`src/rtl/jam_pkg.sv`:
```
// Shared types and helpers for the jam_param permutation search engine.
package jam_pkg;

  typedef enum logic [2:0] {
    IDLE,
    READ,
    CMP,
    NEXT,
    DONE
  } jam_state_e;

  localparam logic MODE_MIN = 1'b0;
  localparam logic MODE_MAX = 1'b1;

  // ceil(log2(v)), but never less than 1 so a single-bit field is always legal
  function automatic int clog2_min1(input int v);
    int r;
    r = 0;
    for (int i = 0; i < 31; i++) begin
      if ((32'd1 << i) < 32'(v)) r = i + 1;
    end
    return (r == 0) ? 1 : r;
  endfunction

endpackage

```
`src/rtl/jam_next_perm.sv`:
```
// Combinational lexicographic successor of a permutation of 0..N-1.
module jam_next_perm
  import jam_pkg::*;
#(
  parameter int N     = 8,
  parameter int IDX_W = 3
) (
  input  logic [N*IDX_W-1:0] perm_in,
  output logic [N*IDX_W-1:0] perm_out,
  output logic               is_last
);

  typedef logic [N-1:0][IDX_W-1:0] perm_t;

  perm_t             cur;
  perm_t             swapped;
  perm_t             nxt;
  int                pivot;
  int                succ;
  logic              found;
  logic [IDX_W-1:0]  piv_val;
  logic [IDX_W-1:0]  succ_val;

  always_comb begin
    cur      = perm_in;
    found    = 1'b0;
    pivot    = 0;
    piv_val  = '0;
    succ     = 0;
    succ_val = '0;
    swapped  = cur;
    nxt      = cur;

    for (int i = 0; i < N - 1; i++) begin
      if (cur[i] < cur[i+1]) begin
        found = 1'b1;
        pivot = i;
      end
    end

    for (int i = 0; i < N; i++) begin
      if (i == pivot) piv_val = cur[i];
    end

    // The suffix after the pivot is descending, so the last larger entry is the smallest larger one
    for (int j = 0; j < N; j++) begin
      if (j > pivot && cur[j] > piv_val) begin
        succ     = j;
        succ_val = cur[j];
      end
    end

    for (int i = 0; i < N; i++) begin
      if (i == pivot)      swapped[i] = succ_val;
      else if (i == succ)  swapped[i] = piv_val;
      else                 swapped[i] = cur[i];
    end

    nxt = swapped;
    for (int k = 0; k < N; k++) begin
      for (int m = 0; m < N; m++) begin
        if (k > pivot && m == N + pivot - k) nxt[k] = swapped[m];
      end
    end

    is_last  = ~found;
    perm_out = found ? nxt : cur;
  end

endmodule

```
`src/rtl/jam_param.sv`:
```
// Brute-force job assignment: walks all N! permutations against an external
// cost table and reports the optimal total, its multiplicity and the first optimum.
module jam_param
  import jam_pkg::*;
#(
  parameter  int N      = 8,
  parameter  int COST_W = 7,
  parameter  int CNT_W  = 16,
  localparam int IDX_W  = clog2_min1(N),
  localparam int SUM_W  = COST_W + clog2_min1(N)
) (
  input  logic               CLK,
  input  logic               RST,
  input  logic               start,
  input  logic               mode,
  output logic               busy,
  output logic [IDX_W-1:0]   W,
  output logic [IDX_W-1:0]   J,
  input  logic [COST_W-1:0]  Cost,
  output logic [SUM_W-1:0]   MinCost,
  output logic [CNT_W-1:0]   MatchCount,
  output logic [N*IDX_W-1:0] BestPerm,
  output logic               Valid
);

  typedef logic [N-1:0][IDX_W-1:0] perm_t;

  localparam logic [IDX_W-1:0] K_LAST = IDX_W'(N - 1);

  function automatic perm_t identity_perm();
    perm_t p;
    for (int k = 0; k < N; k++) p[k] = IDX_W'(k);
    return p;
  endfunction

  jam_state_e        state_q, state_d;
  logic              mode_q, mode_d;
  logic              first_q, first_d;
  logic [IDX_W-1:0]  k_q, k_d;
  logic [SUM_W-1:0]  sum_q, sum_d;
  logic [SUM_W-1:0]  best_q, best_d;
  logic [CNT_W-1:0]  count_q, count_d;
  perm_t             perm_q, perm_d;
  perm_t             best_perm_q, best_perm_d;
  logic [SUM_W-1:0]  min_cost_q, min_cost_d;
  logic [CNT_W-1:0]  match_q, match_d;
  perm_t             res_perm_q, res_perm_d;

  perm_t             perm_succ;
  logic              is_last;
  logic              better;
  logic [IDX_W-1:0]  j_sel;

  jam_next_perm #(
    .N     (N),
    .IDX_W (IDX_W)
  ) u_next (
    .perm_in  (perm_q),
    .perm_out (perm_succ),
    .is_last  (is_last)
  );

  always_comb begin
    better = (mode_q == MODE_MAX) ? (sum_q > best_q) : (sum_q < best_q);
  end

  always_comb begin
    state_d     = state_q;
    mode_d      = mode_q;
    first_d     = first_q;
    k_d         = k_q;
    sum_d       = sum_q;
    best_d      = best_q;
    count_d     = count_q;
    perm_d      = perm_q;
    best_perm_d = best_perm_q;
    min_cost_d  = min_cost_q;
    match_d     = match_q;
    res_perm_d  = res_perm_q;

    case (state_q)
      IDLE: begin
        if (start) begin
          mode_d      = mode;
          first_d     = 1'b1;
          k_d         = '0;
          sum_d       = '0;
          best_d      = '0;
          count_d     = '0;
          best_perm_d = '0;
          perm_d      = identity_perm();
          state_d     = READ;
        end
      end

      READ: begin
        sum_d = sum_q + SUM_W'(Cost);
        if (k_q == K_LAST) begin
          k_d     = '0;
          state_d = CMP;
        end else begin
          k_d = k_q + IDX_W'(1);
        end
      end

      CMP: begin
        if (first_q || better) begin
          best_d      = sum_q;
          count_d     = CNT_W'(1);
          best_perm_d = perm_q;
        end else if (sum_q == best_q) begin
          count_d = (count_q == {CNT_W{1'b1}}) ? count_q : count_q + CNT_W'(1);
        end
        first_d = 1'b0;
        sum_d   = '0;
        // Results land on the edge into DONE so they are stable while Valid is high
        if (is_last) begin
          min_cost_d = best_d;
          match_d    = count_d;
          res_perm_d = best_perm_d;
          state_d    = DONE;
        end else begin
          state_d = NEXT;
        end
      end

      NEXT: begin
        perm_d  = perm_succ;
        state_d = READ;
      end

      DONE: begin
        state_d = IDLE;
      end

      default: begin
        state_d = IDLE;
      end
    endcase
  end

  always_ff @(posedge CLK or posedge RST) begin
    if (RST) begin
      state_q     <= IDLE;
      mode_q      <= MODE_MIN;
      first_q     <= 1'b0;
      k_q         <= '0;
      sum_q       <= '0;
      best_q      <= '0;
      count_q     <= '0;
      perm_q      <= identity_perm();
      best_perm_q <= '0;
      min_cost_q  <= '0;
      match_q     <= '0;
      res_perm_q  <= '0;
    end else begin
      state_q     <= state_d;
      mode_q      <= mode_d;
      first_q     <= first_d;
      k_q         <= k_d;
      sum_q       <= sum_d;
      best_q      <= best_d;
      count_q     <= count_d;
      perm_q      <= perm_d;
      best_perm_q <= best_perm_d;
      min_cost_q  <= min_cost_d;
      match_q     <= match_d;
      res_perm_q  <= res_perm_d;
    end
  end

  always_comb begin
    j_sel = '0;
    for (int k = 0; k < N; k++) begin
      if (k_q == IDX_W'(k)) j_sel = perm_q[k];
    end
  end

  assign W          = (state_q == READ) ? k_q : '0;
  assign J          = (state_q == READ) ? j_sel : '0;
  assign busy       = (state_q != IDLE);
  assign Valid      = (state_q == DONE);
  assign MinCost    = min_cost_q;
  assign MatchCount = match_q;
  assign BestPerm   = res_perm_q;

endmodule

```
`config.mk`:
```
export PLATFORM = sky130hd
export DESIGN_NAME = jam_param
export DESIGN_NICKNAME = d
export VERILOG_FILES = /design/src/rtl/jam_pkg.sv /design/src/rtl/jam_next_perm.sv /design/src/rtl/jam_param.sv
export SDC_FILE = /design/constraint.sdc
export NUM_CORES = 1
export LEC_CHECK = 0
export CAP_MARGIN = 20
export CORE_ASPECT_RATIO = 1.75
export CORE_MARGIN = 4
export CORE_UTILIZATION = 34
export DETAILED_ROUTE_END_ITERATION = 6
export PLACE_DENSITY_LB_ADDON = 0.1
export SYNTH_ARGS = -nofsm -noshare
export SYNTH_HDL_FRONTEND = slang
export SYNTH_SLANG_ARGS = --single-unit
```
`constraint.sdc`:
```
create_clock -name CLK -period 10.65 [get_ports CLK]
set_input_delay 2.13 -clock CLK [delete_from_list [all_inputs] [get_ports CLK]]
set_output_delay 2.13 -clock CLK [all_outputs]
set_load 0.03 [all_outputs]
```
==> metrics.txt, run 1 <==
Worst path slowest cell mux2i_1; I/O pin count 69; GRT overflow 0; Post-Syn Area per Cell 8.06 sq um; clk_lat worst skew 0.46 ns; Tmin final 9.62 ns; worst r2r dst perm_q[0]$_DFFE_PP0P_; DR WL/cell 30.8 microns; CP Max Fanout 16; remaining antenna violation count 0; Worst R2R Path Depth 26; Gates resized, CTS repair 0; critical path class register to register; die footprint 36,000 sq um; dominant synthesized flop cell dfrtp_1; CP required 10.95 ns; die height 248 microns; endpoints failing setup 0; Via density 6.48; core area 32,300 sq um; WP data arrival 9.93 ns; Startpoint Class register; CTS H-tree lvls 4; vias 11,900; Final Hold Violating Endpoints 0; clk root buf clkbuf_16; Cells after Synth 1,387; gr usage total 31.1%; cts bufs inserted 17; HP Class register to register; syn_nets 1,456; CP endpoint perm_q[0]$_DFFE_PP0P_; Clk pin slew, worst setup/hold paths 0.07 ns; Levels on crit path 26; area growth from synthesis to layout 15.5%; reg2reg setup slack 1.03 ns; RSZ-0062 raised after global routing no; Seq/Total Area, Yosys 31.9%; CTS tree done; Post-synth ARST share 100%; antenna violations before repair 0; Fillers 3,359; Critical path buffers and inverters 4; Period Utilization, post-route 90.4%; share of post-route cells with drive strength above 1 9.29%; Synth cell types 96; number of cell rows 87; Port Buffers 68; Setup Fix Bufs, Post-CTS 0; first-pass GRT wire length 82,100 microns; status finished, final reports clean; Clock Tree Buf Depth 2; Post-synth EDFFs 0; Ys Warns 0; vias in the first global route 11,900; Least-Margin Pin Slew 1.31 ns; global placement routability congestion 1.07; Detailed Routing Iterations Pass 1 7; n_diodes 0; DP Wirelength 40,900 microns; First DRT Iteration DRCs 930; Rel. slew slack 12.4%; Slew Viols, Final 0; hold-fix buffers at CTS 0; mapped cell area 11,200 sq um; CP startpoint perm_q[19]$_DFFE_PP1P_; Clock Skew 0.0231 ns; Num Clock Sinks 142; crit-path max cell delay 0.82 ns; Post-layout nets 1,487; Die X-Extent 145 microns; Critical R2R Launch perm_q[19]$_DFFE_PP1P_; final WL 56,400 microns; setup_tns 0 ns; Initial Utilization 34.6%; f_max 0.104 GHz; largest net degree at the start of global routing 75; Worst path top cell family by delay compound AO/OA/AOI/OAI gates; synthesized flop and latch total 142; # DRC 0; max_cap viols 0; Crit. End Element register
[metal layers]
| metal | global-route usage, % | vias up | wire (microns) |
|---|---|---|---|
| li1 | - | 5259 | - |
| met1 | 31.3 | 5741 | 19300 |
| met2 | 55.6 | 607 | 28200 |
| met3 | 6.30 | 263 | 3430 |
| met4 | 25.2 | 0 | 5570 |
| met5 | 0 | - | 0 |
[cell usage in the layout (no fill, tap or decap), types with 19 or more instances in the layout]
| master | count |
|---|---|
| a31oi_1 | 71 |
| a21oi_1 | 74 |
| ha_1 | 57 |
| nor3_1 | 30 |
| nor2_1 | 125 |
| nand2_1 | 188 |
| clkdlybuf4s50_1 | 68 |
| nand3_1 | 42 |
| inv_1 | 60 |
| dfrtp_1 | 130 |
| o211ai_1 | 19 |
| buf_4 | 41 |
| o31ai_1 | 27 |
| a22o_1 | 38 |
| o21ai_0 | 68 |
[worst min-delay path, delay by kind of cell, from the launching register on]
family | cells | cell delay, ns
AO/OA/AOI/OAI | 1 | 0.05
AND/OR/NAND/NOR | 1 | 0.05
flip-flops | 1 | 0.34
[worst min-delay path by stage]
stage | slack, ns | from | to | cells past startpoint
2_1_floorplan | 0.47 | best_perm_q[0]$_DFFE_PP0P_ | best_perm_q[0]$_DFFE_PP0P_ | 1
3_3_place_gp | 0.46 | MatchCount[9]$_DFFE_PP0P_ | MatchCount[9]$_DFFE_PP0P_ | 2
3_5_place_dp | 0.46 | MatchCount[1]$_DFFE_PP0P_ | MatchCount[1]$_DFFE_PP0P_ | 2
4_1_cts | 0.48 | MatchCount[1]$_DFFE_PP0P_ | MatchCount[1]$_DFFE_PP0P_ | 2
5_1_grt | 0.50 | MatchCount[11]$_DFFE_PP0P_ | MatchCount[11]$_DFFE_PP0P_ | 2
6_report | 0.47 | MatchCount[6]$_DFFE_PP0P_ | MatchCount[6]$_DFFE_PP0P_ | 2
[registers in the layout (all words and copies together) (netlist names)]
signal and cells:
count_q 16, k_q 3, mode_q 1, MatchCount 16
state_q 3, best_perm_q 24, best_q 10, first_q 1
sum_q 10, BestPerm 24, MinCost 10, perm_q 24
[metrics by stage]
step / std cells / setup slack, ns / instance area (sq um) / hold WS [ns] / util (%)
after floorplan: 1387 / 3.71 / 11200 / 0.466 / -
after global placement: 1796 / 1.96 / 12300 / 0.458 / 37.9
after detailed placement: 1797 / 1.74 / 12300 / 0.465 / 37.9
after CTS: 1829 / 1.69 / 12900 / 0.481 / 39.9
after global routing: 1831 / 0.793 / 12900 / 0.499 / 39.9
final: 1831 / 1.03 / 12900 / 0.475 / 39.9
[synth_stat cells, drive strengths merged, types with 14 or more instances]
cell    number  area share [%]
nand2      188             6.3
dfrtp      130              29
nor2       127             4.3
o21ai       85             3.9
a21oi       76             3.5
clkbuf      74             2.5
a31oi       73             4.4
inv         62             2.1
ha          57             6.4
nand3       42             1.9
a22o        38             3.0
nor3        35             1.7
o31ai       28             2.0
buf         23             1.4
o211ai      23             1.8
a21o        18             1.2
mux2i       18             1.6
nand4       18             1.1
or3         18             1.1
a22oi       17             1.1
and2        14            0.78
o21a        14            0.94
[cell families (layout without fill, tap and decap cells)]
| family | Yosys count | after routing | share of synthesized area (%) |
|---|---|---|---|
| simple gates | 490 | 490 | 20.2 |
| compound gates | 494 | 494 | 31.7 |
| buf+inv | 161 | 205 | 6.01 |
| mux | 23 | 23 | 2.15 |
| xor+xnor | 19 | 19 | 1.49 |
| flops | 142 | 142 | 31.9 |
| fa+ha+maj | 58 | 58 | 6.56 |
[layout make-up]
| cell class | instances | area [sq um] | share of cell area [%] |
|---|---|---|---|
| clock inverters | 13 | 179 | 1.39 |
| multi-input cells | 1084 | 6980 | 54.1 |
| flip-flops and latches | 142 | 3570 | 27.7 |
| inverters | 64 | 245 | 1.90 |
| well taps | 400 | 500 | 3.88 |
| repair buffers | 109 | 988 | 7.66 |
| clock buffers | 19 | 443 | 3.43 |
Power of run 1 is not shown: default switching activity piles up to over one toggle a cycle in this logic, so the estimate is an artifact.
==> run 2: changes to the inputs <==
==> constraint.sdc (replaced) <==
create_clock -name CLK -period 9.7 [get_ports CLK]
set_input_delay 1.94 -clock CLK [delete_from_list [all_inputs] [get_ports CLK]]
set_output_delay 1.94 -clock CLK [all_outputs]
set_load 0.03 [all_outputs]
==> run 2 against run 1 <==
  * Design area up 0.87%
  * Wire length fell by 3.7%
  * Flip-flop and latch count unchanged
  * Count of clock-buffer cells in the layout up 1
  * Largest cell class unchanged
  * Highest routed layer unchanged
  * Worst setup slack improved by 0.40 ns
  * Critical path depth unchanged
  * Utilization grew 0.35 points
  * Final cell count increased by 0.82%
  * Fmax increased by 16%
  * Critical path type unchanged
  * Worst hold slack barely moved
  * Via count grew 0.94%
  * Register-to-register slack better by 0.40 ns
==> metrics.txt, run 2 (synthesis gave the netlist of run 1 again) <==
Setup Fix Bufs, Post-CTS 0 (unchanged); Slew Viols, Final 0 (unchanged); remaining antenna violation count 0 (unchanged); Startpoint Class register; Least-Margin Pin Slew 1.14 ns (-0.173 ns); CP Max Fanout 12 (-4); number of cell rows 87 (unchanged); Clock Tree Buf Depth 2 (unchanged); f_max 0.121 GHz (+16%); setup_tns 0 ns (unchanged); CTS H-tree lvls 4 (unchanged); Post-layout nets 1,502 (+1.0%); max_cap viols 0 (unchanged); # DRC 0 (unchanged); DR WL/cell 29.4 microns (-4.5%); HP Class register to register; most common cell after layout, fill and taps aside nand2_1; Clk pin slew, worst setup/hold paths 0.07 ns (about the same); endpoints failing setup 0 (unchanged); Finished Core Util 40.3% (+0.35 points); Port Buffers 68 (unchanged); CTS tree done; DP Wirelength 39,500 microns (-3.5%); clk root buf clkbuf_16; commonest cells after routing, fill and taps aside nand2_1, dfrtp_1, nor2_1; die footprint 36,000 sq um (unchanged); Worst R2R Path Depth 26 (unchanged); Clock Skew 0.0198 ns (-0.00335 ns); n_diodes 0 (unchanged); Crit. End Element register; global placement routability congestion 1.06 (-0.75%); Gates resized, CTS repair 0 (unchanged); Num Clock Sinks 142 (unchanged); Detailed Routing Iterations Pass 1 5 (-2); First DRT Iteration DRCs 1,220 (+31%); cts bufs inserted 17 (unchanged); CP required 10.07 ns (-0.88 ns); gr usage total 30.0% (-1.1 points); Period Utilization, post-route 85.3% (-5.0 points); Rel. slew slack 23.6% (+11 points); Tmin final 8.28 ns (-1.35 ns); first-pass GRT wire length 80,400 microns (-2.1%); Hold Path Cell Cnt 2 (unchanged); die height 248 microns (unchanged); RSZ-0062 raised after global routing no; area growth from synthesis to layout 16.5%; clk_lat worst skew 0.45 ns (about the same); antenna violations before repair 0 (unchanged); largest net degree at the start of global routing 79 (+5.3%); share of post-route cells with drive strength above 1 10.1% (+0.80 points); status finished, final reports clean; Die X-Extent 145 microns (unchanged); I/O pin count 69 (unchanged); vias in the first global route 12,200 (+2.1%); core area 32,300 sq um (unchanged); WP data arrival 8.65 ns (-1.28 ns); GRT overflow 0 (unchanged); hold-fix buffers at CTS 0 (unchanged); final WL 54,300 microns (-3.7%); Fillers 3,321 (-1.1%); Via density 6.49 (+0.12%); vias 12,000 (+0.94%); Final Hold Violating Endpoints 0 (unchanged); critical path class register to register; Initial Utilization 34.6% (unchanged)
==> run 2: layout make-up <==
type	instances	area [sq um]	share of cell area [%]
multi-input cells	1084	6980	53.6
flip-flops and latches	142	3570	27.4
repair buffers	124	1100	8.46
well taps	400	500	3.84
clock buffers	20	437	3.35
inverters	64	245	1.88
clock inverters	12	185	1.42
==> run 2: through the flow <==
stage	std cells	area, sq um	hold slack [ns]	setup slack, ns
6_report	1846	13000	0.474	1.42
5_1_grt	1846	13000	0.500	1.03
4_1_cts	1845	13000	0.481	1.72
3_5_place_dp	1813	12400	0.466	1.79
3_3_place_gp	1813	12400	0.460	1.82
2_1_floorplan	1387	11200	0.466	2.76
==> run 2: path summary, 6_finish.rpt <==
| kind | start | to | slack [ns] |
|---|---|---|---|
| hold reg to reg | MatchCount[6]$_DFFE_PP0P_ | MatchCount[6]$_DFFE_PP0P_ | 0.47 |
| max in group asynchronous | RST | state_q[0]$_DFFE_PP0P_ | 6.25 |
| hold / removal | MatchCount[6]$_DFFE_PP0P_ | MatchCount[6]$_DFFE_PP0P_ | 0.47 |
| setup reg to reg | perm_q[19]$_DFFE_PP1P_ | perm_q[0]$_DFFE_PP0P_ | 1.42 |
| min in group asynchronous | RST | MinCost[3]$_DFFE_PP0P_ | 2.03 |
| setup / recovery | perm_q[19]$_DFFE_PP1P_ | perm_q[0]$_DFFE_PP0P_ | 1.42 |
==> run 2: layer usage <==
layer	part of all wire (%)	vias up	GRT usage (%)
met3	6.0	301	5.63
met1	34	5763	30.2
met5	0	-	0
met2	49	644	52.9
met4	11	0	26.6
li1	-	5274	-
==> run 2: worst max-delay path, cell delays in order (launching register included) <==
cell,delay (ns)
dfstp_2,0.63
clkinv_1,0.33
ha_1,0.48
a31o_1,0.49
nand2_1,0.24
nor2_1,0.14
buf_4,0.27
ha_1,0.48
a221oi_1,0.18
nor2b_1,0.17
a211oi_1,0.27
buf_4,0.20
a21o_1,0.28
inv_1,0.17
ha_1,0.33
nand2_1,0.07
a2111oi_0,0.54
a22oi_1,0.14
o21ai_0,0.12
a311o_1,0.23
or2_1,0.30
and2_1,0.45
and3_1,0.34
mux2i_1,0.19
a22oi_1,0.62
nand2_1,0.35
o21ai_0,0.17
Power of run 2 is left out for the same reason.
